**config.mk**
```make
export PLATFORM = sky130hd
export DESIGN_NAME = uart_rx_fifo
export DESIGN_NICKNAME = d
export VERILOG_FILES = /design/src/rtl/uart_pkg.sv /design/src/rtl/sync_fifo.sv /design/src/rtl/uart_rx_fifo.sv
export SDC_FILE = /design/constraint.sdc
export NUM_CORES = 1
export LEC_CHECK = 0
export ABC_AREA = 1
export BUFFER_PORTS_ARGS = -buffer_cell sky130_fd_sc_hd__clkbuf_2
export CORE_AREA = 2 2 137 139
export CTS_CLUSTER_DIAMETER = 150
export DETAILED_ROUTE_END_ITERATION = 8
export DIE_AREA = 0 0 139 141
export PLACE_DENSITY = 0.63
export SLEW_MARGIN = 10
export SYNTH_ARGS = -nofsm -noshare
export SYNTH_HDL_FRONTEND = slang
export SYNTH_SLANG_ARGS = --single-unit
```
**constraint.sdc**
```tcl
create_clock -name i_clk -period 2.22 [get_ports i_clk]
set_input_delay 0 -clock i_clk [delete_from_list [all_inputs] [get_ports i_clk]]
set_output_delay 0 -clock i_clk [all_outputs]
set_load 0.02 [all_outputs]
```
**src/rtl/uart_pkg.sv**
```systemverilog
// Shared types for the UART receive path: entry layout stored in the receive FIFO.
package uart_pkg;

  localparam int UART_DATA_BITS = 8;

  typedef struct packed {
    logic [UART_DATA_BITS-1:0] data;
    logic                      error;
    logic                      isBreak;
  } rx_entry_t;

endpackage

```
**src/rtl/sync_fifo.sv**
```systemverilog
// Generic first-word-fall-through FIFO; head visible one edge after push, occupancy kept in a count register.
module sync_fifo #(
  parameter int WIDTH = 10,
  parameter int DEPTH = 16
) (
  input  logic                       clk,
  input  logic                       reset,
  input  logic                       push,
  input  logic [WIDTH-1:0]           push_data,
  input  logic                       pop,
  output logic [WIDTH-1:0]           head,
  output logic [$clog2(DEPTH+1)-1:0] count,
  output logic                       full,
  output logic                       empty
);

  localparam int PTR_W = $clog2(DEPTH);
  localparam int CNT_W = $clog2(DEPTH+1);

  logic [WIDTH-1:0] mem [DEPTH];
  logic [PTR_W-1:0] wr_ptr;
  logic [PTR_W-1:0] rd_ptr;
  logic             do_push;
  logic             do_pop;

  // A push into a full FIFO is accepted only when the head leaves in the same cycle.
  assign do_pop  = pop && !empty;
  assign do_push = push && (!full || do_pop);

  assign full  = (count == CNT_W'(DEPTH));
  assign empty = (count == '0);
  assign head  = mem[rd_ptr];

  always_ff @(posedge clk) begin
    if (do_push && !reset) begin
      mem[wr_ptr] <= push_data;
    end
  end

  always_ff @(posedge clk) begin
    if (reset) begin
      wr_ptr <= '0;
      rd_ptr <= '0;
      count  <= '0;
    end else begin
      if (do_push) wr_ptr <= wr_ptr + PTR_W'(1);
      if (do_pop)  rd_ptr <= rd_ptr + PTR_W'(1);
      case ({do_push, do_pop})
        2'b10:   count <= count + CNT_W'(1);
        2'b01:   count <= count - CNT_W'(1);
        default: count <= count;
      endcase
    end
  end

endmodule

```
**src/rtl/uart_rx_fifo.sv**
```systemverilog
// Receive buffer behind uart_rx with sticky overflow and saturating drop counter.
// Optional break markers are enabled by defining UART_RX_FIFO_BREAK_MARKER_EN.
module uart_rx_fifo
  import uart_pkg::*;
#(
  parameter int DEPTH          = 16,
  parameter int DROP_CNT_WIDTH = 8
) (
  input  logic                       i_clk,
  input  logic                       i_reset,
  input  logic [7:0]                 i_rxData,
  input  logic                       i_rxDataValid,
  input  logic                       i_rxDataError,
  input  logic                       i_rxIsBreak,
  output logic [7:0]                 o_data,
  output logic                       o_error,
  output logic                       o_break,
  output logic                       o_valid,
  input  logic                       i_ready,
  output logic [$clog2(DEPTH+1)-1:0] o_count,
  output logic                       o_full,
  output logic                       o_overflow,
  output logic [DROP_CNT_WIDTH-1:0]  o_dropCount,
  input  logic                       i_clearOverflow
);

  rx_entry_t wr_entry;
  rx_entry_t head;
  logic      data_stb;
  logic      push;
  logic      pop;
  logic      drop;
  logic      full;
  logic      empty;

  assign data_stb = i_rxDataValid | i_rxDataError;

`ifdef UART_RX_FIFO_BREAK_MARKER_EN
  logic brk_prev;
  logic brk_pend;
  logic marker;

  // A marker that collides with a data strobe is deferred until a strobe-free cycle.
  assign marker = (i_rxIsBreak && !brk_prev) || brk_pend;

  always_ff @(posedge i_clk) begin
    if (i_reset) begin
      brk_prev <= 1'b0;
      brk_pend <= 1'b0;
    end else begin
      brk_prev <= i_rxIsBreak;
      brk_pend <= marker && data_stb;
    end
  end

  assign push             = data_stb | marker;
  assign wr_entry.data    = data_stb ? i_rxData : 8'h00;
  assign wr_entry.error   = i_rxDataError;
  assign wr_entry.isBreak = !data_stb;
  assign o_break          = head.isBreak;
`else
  logic unused_break;

  assign unused_break     = i_rxIsBreak ^ head.isBreak;
  assign push             = data_stb;
  assign wr_entry.data    = i_rxData;
  assign wr_entry.error   = i_rxDataError;
  assign wr_entry.isBreak = 1'b0;
  assign o_break          = 1'b0;
`endif

  assign o_valid = !empty;
  assign pop     = !empty && i_ready;
  assign drop    = push && full && !pop;
  assign o_data  = head.data;
  assign o_error = head.error;
  assign o_full  = full;

  sync_fifo #(
    .WIDTH ($bits(rx_entry_t)),
    .DEPTH (DEPTH)
  ) u_fifo (
    .clk       (i_clk),
    .reset     (i_reset),
    .push      (push),
    .push_data (wr_entry),
    .pop       (pop),
    .head      (head),
    .count     (o_count),
    .full      (full),
    .empty     (empty)
  );

  // A drop in the clearing cycle restarts the count at one rather than losing it.
  always_ff @(posedge i_clk) begin
    if (i_reset) begin
      o_overflow  <= 1'b0;
      o_dropCount <= '0;
    end else if (drop) begin
      o_overflow <= 1'b1;
      if (i_clearOverflow)
        o_dropCount <= DROP_CNT_WIDTH'(1);
      else if (o_dropCount != '1)
        o_dropCount <= o_dropCount + DROP_CNT_WIDTH'(1);
    end else if (i_clearOverflow) begin
      o_overflow  <= 1'b0;
      o_dropCount <= '0;
    end
  end

endmodule

```
Yosys cells after proc, flatten, opt, wreduce, memory -nomap -nowiden
Memory sizes are Yosys's and may differ from the RTL's. A register that Yosys moved wholly into a read port is not among the register bits. Cells that the tools add are included.

Add/subtract/negate cells: 5. Eq/ne operators: 4. Multiplexer cells: 11. Bitwise operators: 1. Reductions and logical operators: 16.

Operator list (count): $mux W8 (4); $pmux W5 S2 (1); $add A4 B1 Y4 const B (2); $add A8 B1 Y8 const B (1); $mux W4 (2); $ne A8 B8 Y1 const B (1); $logic_and A1 B1 Y1 (6); $reduce_bool A2 Y1 (3); $add A5 B1 Y5 const B (1); $eq A5 B5 Y1 const B (1); $logic_not A5 Y1 (1); $sub A5 B1 Y5 const B (1); $logic_not A1 Y1 (4); $mux W1 (4); $eq A2 B1 Y1 const B (1); $eq A2 B2 Y1 const B (1); $reduce_and A2 Y1 (1); $logic_or A1 B1 Y1 (1); $or A1 B1 Y1 (1).

Register bits: 22. Bits in writable memories: 144. Bits of input ports: 15. Output and inout bits: 26. Memories: 1.

Memories: u_fifo.mem (words 16, bits a word 9, rd ports 1, clocked after Yosys merged registers in 1, wr ports 1, line sync_fifo.sv:20) `logic [WIDTH-1:0] mem [DEPTH];`.

Logic depth before layout (Yosys ltp)
Depth in word-level cells: 9. Depth in mapped cells: 17. Mapped depth without buffers: 16.

Cells and area by module
A second synthesis with hierarchy kept.

Cell total of the unflattened synthesis: 717. Area total of the unflattened synthesis: 8079.0 um2.

By module, submodules not included: sync_fifo (times used 1, cells each 637, area each 7564.8 um2); uart_rx_fifo (times used 1, cells each 80, area each 514.2 um2).

Worst setup path before layout
OpenSTA, ideal clock, no wires.

Kind: register to register. Start point: reg u_fifo.count[4]. End point: reg u_fifo.count[4]. Setup time: 0.113 ns. Arrival time: 2.283 ns. Data required time: 2.107 ns. Slack: -0.176 ns. Stages on the path, launching flop included: 18. Path buffers: 1. Clock period less this slack: 2.396 ns. Cell sequence: dfxtp_1 inv_1 nand3_1 nand2_1 inv_1 ha_1 clkbuf_2 nand2_1 inv_1 nor2_1 ha_1 a21o_2 nand3_1 nand2_1 nand2_1 nand2_1 o21ai_1 inv_1.

Word-level cells in the longest chain between the ends: 8. Elaborated cells between the ends (all ways): 14. Those cells by class: add/sub: 2; eq/ne: 3; mux: 1; reduce/logical: 8.

RTL lines: start, declared (line sync_fifo.sv:12) `output logic [$clog2(DEPTH+1)-1:0] count,`; start signal, assigned (line sync_fifo.sv:49) `2'b10: count <= count + CNT_W'(1);`; start signal, assigned (line sync_fifo.sv:50) `2'b01: count <= count - CNT_W'(1);`; start signal, assigned (line sync_fifo.sv:51) `default: count <= count;`; $logic_not A5 Y1 * (line sync_fifo.sv:31) `assign empty = (count == '0);`; $logic_not A1 Y1 *; named net o_valid (line uart_rx_fifo.sv:18) `output logic o_valid,`; $logic_and A1 B1 Y1 (line uart_rx_fifo.sv:73) `assign pop = !empty && i_ready;`; $logic_and A1 B1 Y1 * (line sync_fifo.sv:27) `assign do_pop = pop && !empty;`; named net u_fifo.do_pop (line sync_fifo.sv:24) `logic do_pop;`; $logic_or A1 B1 Y1 (line sync_fifo.sv:28) `assign do_push = push && (!full || do_pop);`; $logic_and A1 B1 Y1 (line sync_fifo.sv:28); $eq A2 B1 Y1 or $eq A2 B2 Y1 (tied branches) (line sync_fifo.sv:48) `case ({do_push, do_pop})`; $pmux W5 S2 or $reduce_bool A2 Y1 (tied branches).

Mark *: on every way through the listed nets, which the timed path passes. The rest lies on a longest branch. A chain may end at the register's enable or synchronous reset.

==> impl_results.html <==
<table>
<tr><th>Metric</th><th>Value</th></tr>
<tr><th colspan="2">Die</th></tr>
<tr><td>Effective utilization at floorplan</td><td>39.1%</td></tr>
<tr><td>Core area</td><td>18,300 um^2</td></tr>
<tr><td>Chip Width</td><td>139 um</td></tr>
<tr><td>Full die area</td><td>19,600 um^2</td></tr>
<tr><td>Ports placed on the boundary</td><td>41</td></tr>
<tr><td>Floorplan die height</td><td>141 um</td></tr>
<tr><td>Standard-cell row count</td><td>50</td></tr>
<tr><th colspan="2">Global routing</th></tr>
<tr><td>Antenna violations before repair</td><td>0</td></tr>
<tr><td>Global route overflow</td><td>0</td></tr>
<tr><td>Maximum number of pins on one net before global-route repair</td><td>54</td></tr>
<tr><td>Met1 usage in global routing</td><td>22.3%</td></tr>
<tr><td>Global-route wire length before repair</td><td>26,500 um</td></tr>
<tr><td>Busiest layer in global routing</td><td>met2</td></tr>
<tr><td>Number of global-route vias before repair</td><td>4,992</td></tr>
<tr><td>GR met3 Demand/Resource</td><td>4.35%</td></tr>
<tr><td>Global routing usage summed across all routing layers</td><td>17.6%</td></tr>
<tr><td>Met2 Resource Use GR</td><td>29.8%</td></tr>
<tr><th colspan="2">STA</th></tr>
<tr><td>Number of setup violations in the final report</td><td>0</td></tr>
<tr><td>Fin Clk Skew</td><td>0.0131 ns</td></tr>
<tr><td>Number of pins exceeding their max-slew limit in the final report</td><td>0</td></tr>
<tr><td>Final Worst Setup Slack</td><td>0.161 ns</td></tr>
<tr><td>Actual slew at the worst max-slew pin</td><td>0.583 ns</td></tr>
<tr><td>Final Hold Vio Count</td><td>0</td></tr>
<tr><td>Setup repair after global routing missed its margin</td><td>false</td></tr>
<tr><td>Tcrit/Tclk final</td><td>92.8%</td></tr>
<tr><td>Final min period</td><td>2.06 ns</td></tr>
<tr><td>Setup total negative slack</td><td>0 ns</td></tr>
<tr><td>Fmax</td><td>486 MHz</td></tr>
<tr><td>Max-slew headroom at the worst pin</td><td>61.1%</td></tr>
<tr><td>Worst hold slack after final layout</td><td>0.0109 ns</td></tr>
<tr><th colspan="2">Cells and area</th></tr>
<tr><td>Leading cell types in the layout, fill and taps excluded</td><td>edfxtp_1, nor2_1, o21ai_0</td></tr>
<tr><td>Fraction of layout cells with a size suffix above 1</td><td>18.7%</td></tr>
<tr><td># diodes</td><td>0</td></tr>
<tr><td>Relative area change from synthesis to final layout</td><td>16.7%</td></tr>
<tr><td>Finished Core Util</td><td>45.7%</td></tr>
<tr><td>Number of fill cells in the layout</td><td>1,644</td></tr>
<tr><td>Count of nets after finishing</td><td>707</td></tr>
<tr><td>Most common cell after layout, fill and taps aside</td><td>edfxtp_1</td></tr>
<tr><td>Post-layout instance count excluding filler cells</td><td>930</td></tr>
<tr><th colspan="2">Critical path</th></tr>
<tr><td>Maximum fanout encountered on the critical timing path</td><td>53</td></tr>
<tr><td>Category of the most critical setup path</td><td>reg2out</td></tr>
<tr><td>WP depth</td><td>7</td></tr>
<tr><td>Cell Chain, Critical Path</td><td>buf_4, a21oi_1, o21ai_0, o21ai_1, o211ai_1, nand2_1, clkbuf_2</td></tr>
<tr><td>Cell type group with the largest total delay on the critical path</td><td>buffers and inverters</td></tr>
<tr><td>Reg2Reg Depth</td><td>15</td></tr>
<tr><td>Crit path required time</td><td>2.22 ns</td></tr>
<tr><td>Worst Path Arrival</td><td>2.06 ns</td></tr>
<tr><td>Category of the worst setup path capture point</td><td>output pin</td></tr>
<tr><td>Kind of start point of the critical path</td><td>register</td></tr>
<tr><td>Slowest cell on crit path</td><td>buf_4</td></tr>
<tr><td>Worst Path Buf+Inv</td><td>2</td></tr>
<tr><td>CP max stage delay</td><td>0.44 ns</td></tr>
<tr><th colspan="2">Clock tree</th></tr>
<tr><td>Root buffer cell</td><td>clkbuf_16</td></tr>
<tr><td>CTS Sinks</td><td>170</td></tr>
<tr><td>Clock buffers created by TritonCTS</td><td>17</td></tr>
<tr><td>Max Root-Sink Buffers</td><td>2</td></tr>
<tr><td>Htree depth</td><td>4</td></tr>
<tr><td>CTS tree</td><td>done</td></tr>
<tr><td>Clock transition time at the flip-flop clock pins of the worst setup and hold paths</td><td>0.06 ns</td></tr>
<tr><td>Worst skew pair latency</td><td>0.42 ns</td></tr>
<tr><th colspan="2">Power</th></tr>
<tr><td>Sequential share of power</td><td>42.8%</td></tr>
<tr><td>Max rail drop VDD</td><td>613 uV</td></tr>
<tr><td>Comb pwr share</td><td>24.4%</td></tr>
<tr><td>Fraction of power consumed by the clock network</td><td>32.8%</td></tr>
<tr><td>Sw frac</td><td>31.9%</td></tr>
<tr><td>Static leakage</td><td>0.00304 uW</td></tr>
<tr><td>Int Pwr</td><td>5970 uW</td></tr>
<tr><td>Power density normalized to cell area</td><td>1050 nW/um^2</td></tr>
<tr><td>P_sw</td><td>2800 uW</td></tr>
<tr><th colspan="2">Placement</th></tr>
<tr><td>Count of input and output buffers</td><td>38</td></tr>
<tr><td>RD Place Congestion</td><td>0.843</td></tr>
<tr><td>Cells after DPL</td><td>893</td></tr>
<tr><td>Estimated wirelength of the detail-placed design</td><td>10,600 um</td></tr>
<tr><td>Pre-CTS WS</td><td>0.141 ns</td></tr>
<tr><th colspan="2">Logic synthesis</th></tr>
<tr><td>Synthesis-stage register bit count</td><td>170</td></tr>
<tr><td>Post-synthesis simple-gate area fraction</td><td>12.8%</td></tr>
<tr><td>Area leader, netlist</td><td>edfxtp_1</td></tr>
<tr><td>Yosys warns</td><td>0</td></tr>
<tr><td>Net count after synthesis</td><td>644</td></tr>
<tr><td>Cells after synthesis</td><td>620</td></tr>
<tr><td>Sequential share of the synthesized area</td><td>67.8%</td></tr>
<tr><td>Async set or reset register ratio after synthesis</td><td>0%</td></tr>
<tr><td>Number of library cell types mapped by synthesis</td><td>32</td></tr>
<tr><td>Most common flop cell mapped by yosys</td><td>edfxtp_1</td></tr>
<tr><td>Dominant combinational cell family by area after synthesis</td><td>simple AND/OR/NAND/NOR gates</td></tr>
<tr><td>Area share of xor/xnor cells in the synthesized design</td><td>0.612%</td></tr>
<tr><td>Most area-consuming cells after synthesis</td><td>edfxtp_1, dfxtp_1, nor2_1, o21ai_0, nand2_1</td></tr>
<tr><td>Area share of the largest cell type after synthesis</td><td>60.5%</td></tr>
<tr><td>EDFF count, synth</td><td>144</td></tr>
<tr><td>Synthesized-area fraction occupied by ao, oa, aoi and oai cells</td><td>12.2%</td></tr>
<tr><td>Multiplexer share of the synthesized area</td><td>0%</td></tr>
<tr><td>Cell area after technology mapping</td><td>7150 um^2</td></tr>
<tr><td>Share of synthesized cell area in full adder, half adder and majority cells</td><td>1.57%</td></tr>
<tr><td>Average cell area after synthesis</td><td>11.5 um^2</td></tr>
<tr><th colspan="2">Detailed routing</th></tr>
<tr><td>Number of DRC violations after detailed-routing iteration 0</td><td>535</td></tr>
<tr><td>Detailed-route vias per instance</td><td>5.30</td></tr>
<tr><td>Drt wl/cell</td><td>18.0 um</td></tr>
<tr><td>Total length of routed wires</td><td>16,700 um</td></tr>
<tr><td>Detailed-routing iteration count for the pre-antenna-repair pass</td><td>7</td></tr>
<tr><td>Remaining antenna violation count</td><td>0</td></tr>
<tr><td>Remaining DRCs</td><td>0</td></tr>
<tr><td>Routed vias</td><td>4,932</td></tr>
<tr><th colspan="2">Hold path</th></tr>
<tr><td>Worst hold-check path type</td><td>in2reg</td></tr>
<tr><td>Hold path cells</td><td>1</td></tr>
<tr><th colspan="2">Run</th></tr>
<tr><td>Max-Cap Viols</td><td>0</td></tr>
<tr><th colspan="2">Run status</th></tr>
<tr><td>Result of the run</td><td>finished clean</td></tr>
</table>
[cells by family after synthesis]
group,count (synthesis)
buffers and inverters,74
other,1
XOR/XNOR,5
AO/OA/AOI/OAI,150
flip-flops,170
adder cells (fa/ha/maj),9
AND/OR/NAND/NOR,211
[what timing repair did]
action	CTS	global route
setup endpoints to repair	5	10
setup buffers	0	2
hold buffers	3	0
endpoints found under the hold margin	24	0
pin swaps	0	4
gates resized for setup	1	4
[sequential cells by signal (all words and copies together) (netlist names), named ones only]
register       cells
o_dropCount        8
o_overflow         1
u_fifo.count       5
u_fifo.mem       144
u_fifo.rd_ptr      4
u_fifo.wr_ptr      4
[worst register-to-register path: cells and delay by family, from the launching register on]
family / cells / cell delay (ns)
buffers and inverters: 2 / 0.13
AND/OR/NAND/NOR: 9 / 0.75
AO/OA/AOI/OAI: 2 / 0.33
adder cells (fa/ha/maj): 2 / 0.37
flip-flops: 1 / 0.37
[area by class of cell]
cell class | count | area (um^2) | share of cell area (%)
clock buffers | 18 | 429 | 5.14
clock inverters | 14 | 143 | 1.71
inverters | 42 | 160 | 1.92
multi-input cells | 376 | 1970 | 23.6
flip-flops and latches | 170 | 4860 | 58.2
well taps | 234 | 293 | 3.51
repair buffers | 76 | 495 | 5.94
[path summary, 6_finish.rpt]
path                        start  slack (ns)               end
setup / recovery         register        0.16         o_data[1]
hold / removal        i_rxData[2]        0.01  u_fifo.mem[7][3]
setup reg to reg  u_fifo.count[1]        0.18   u_fifo.count[4]
hold reg to reg        o_overflow        0.50        o_overflow
[per-layer routing]
metal / wire length [um] / vias to the layer above
li1: - / 2332
met1: 7220 / 2401
met2: 8170 / 175
met3: 1030 / 24
met4: 297 / 0
met5: 0 / -
[synthesized netlist by cell type (9+ instances only)]
cell and instances:
o211ai_1 16, dfxtp_1 26, edfxtp_1 144, a21oi_1 21, inv_1 39, clkbuf_1 10, o21ai_1 16, ha_1 9
o221ai_1 20, nor2_1 112, nand2_1 53, nand3_1 24, buf_2 12, o21ai_0 75
[stage by stage]
stage / cell area (um^2) / total power (uW)
after global routing: 8340 / 9230
final: 8340 / 8770
after detailed placement: 7720 / 5930
after global placement: 7720 / 5850
after CTS: 8320 / 8820
after floorplan: 7170 / 5330
[power groups by stage]
stage | registers, uW | logic (uW) | clock network, uW
finish | 3750 | 2140 | 2880
global route | 3760 | 2410 | 3060
CTS | 3740 | 2140 | 2940
detailed placement | 3810 | 2120 | 0
global placement | 3800 | 2060 | 0
floorplan | 3800 | 1530 | 0
No activity file was read; power rests on OpenSTA's default activity.
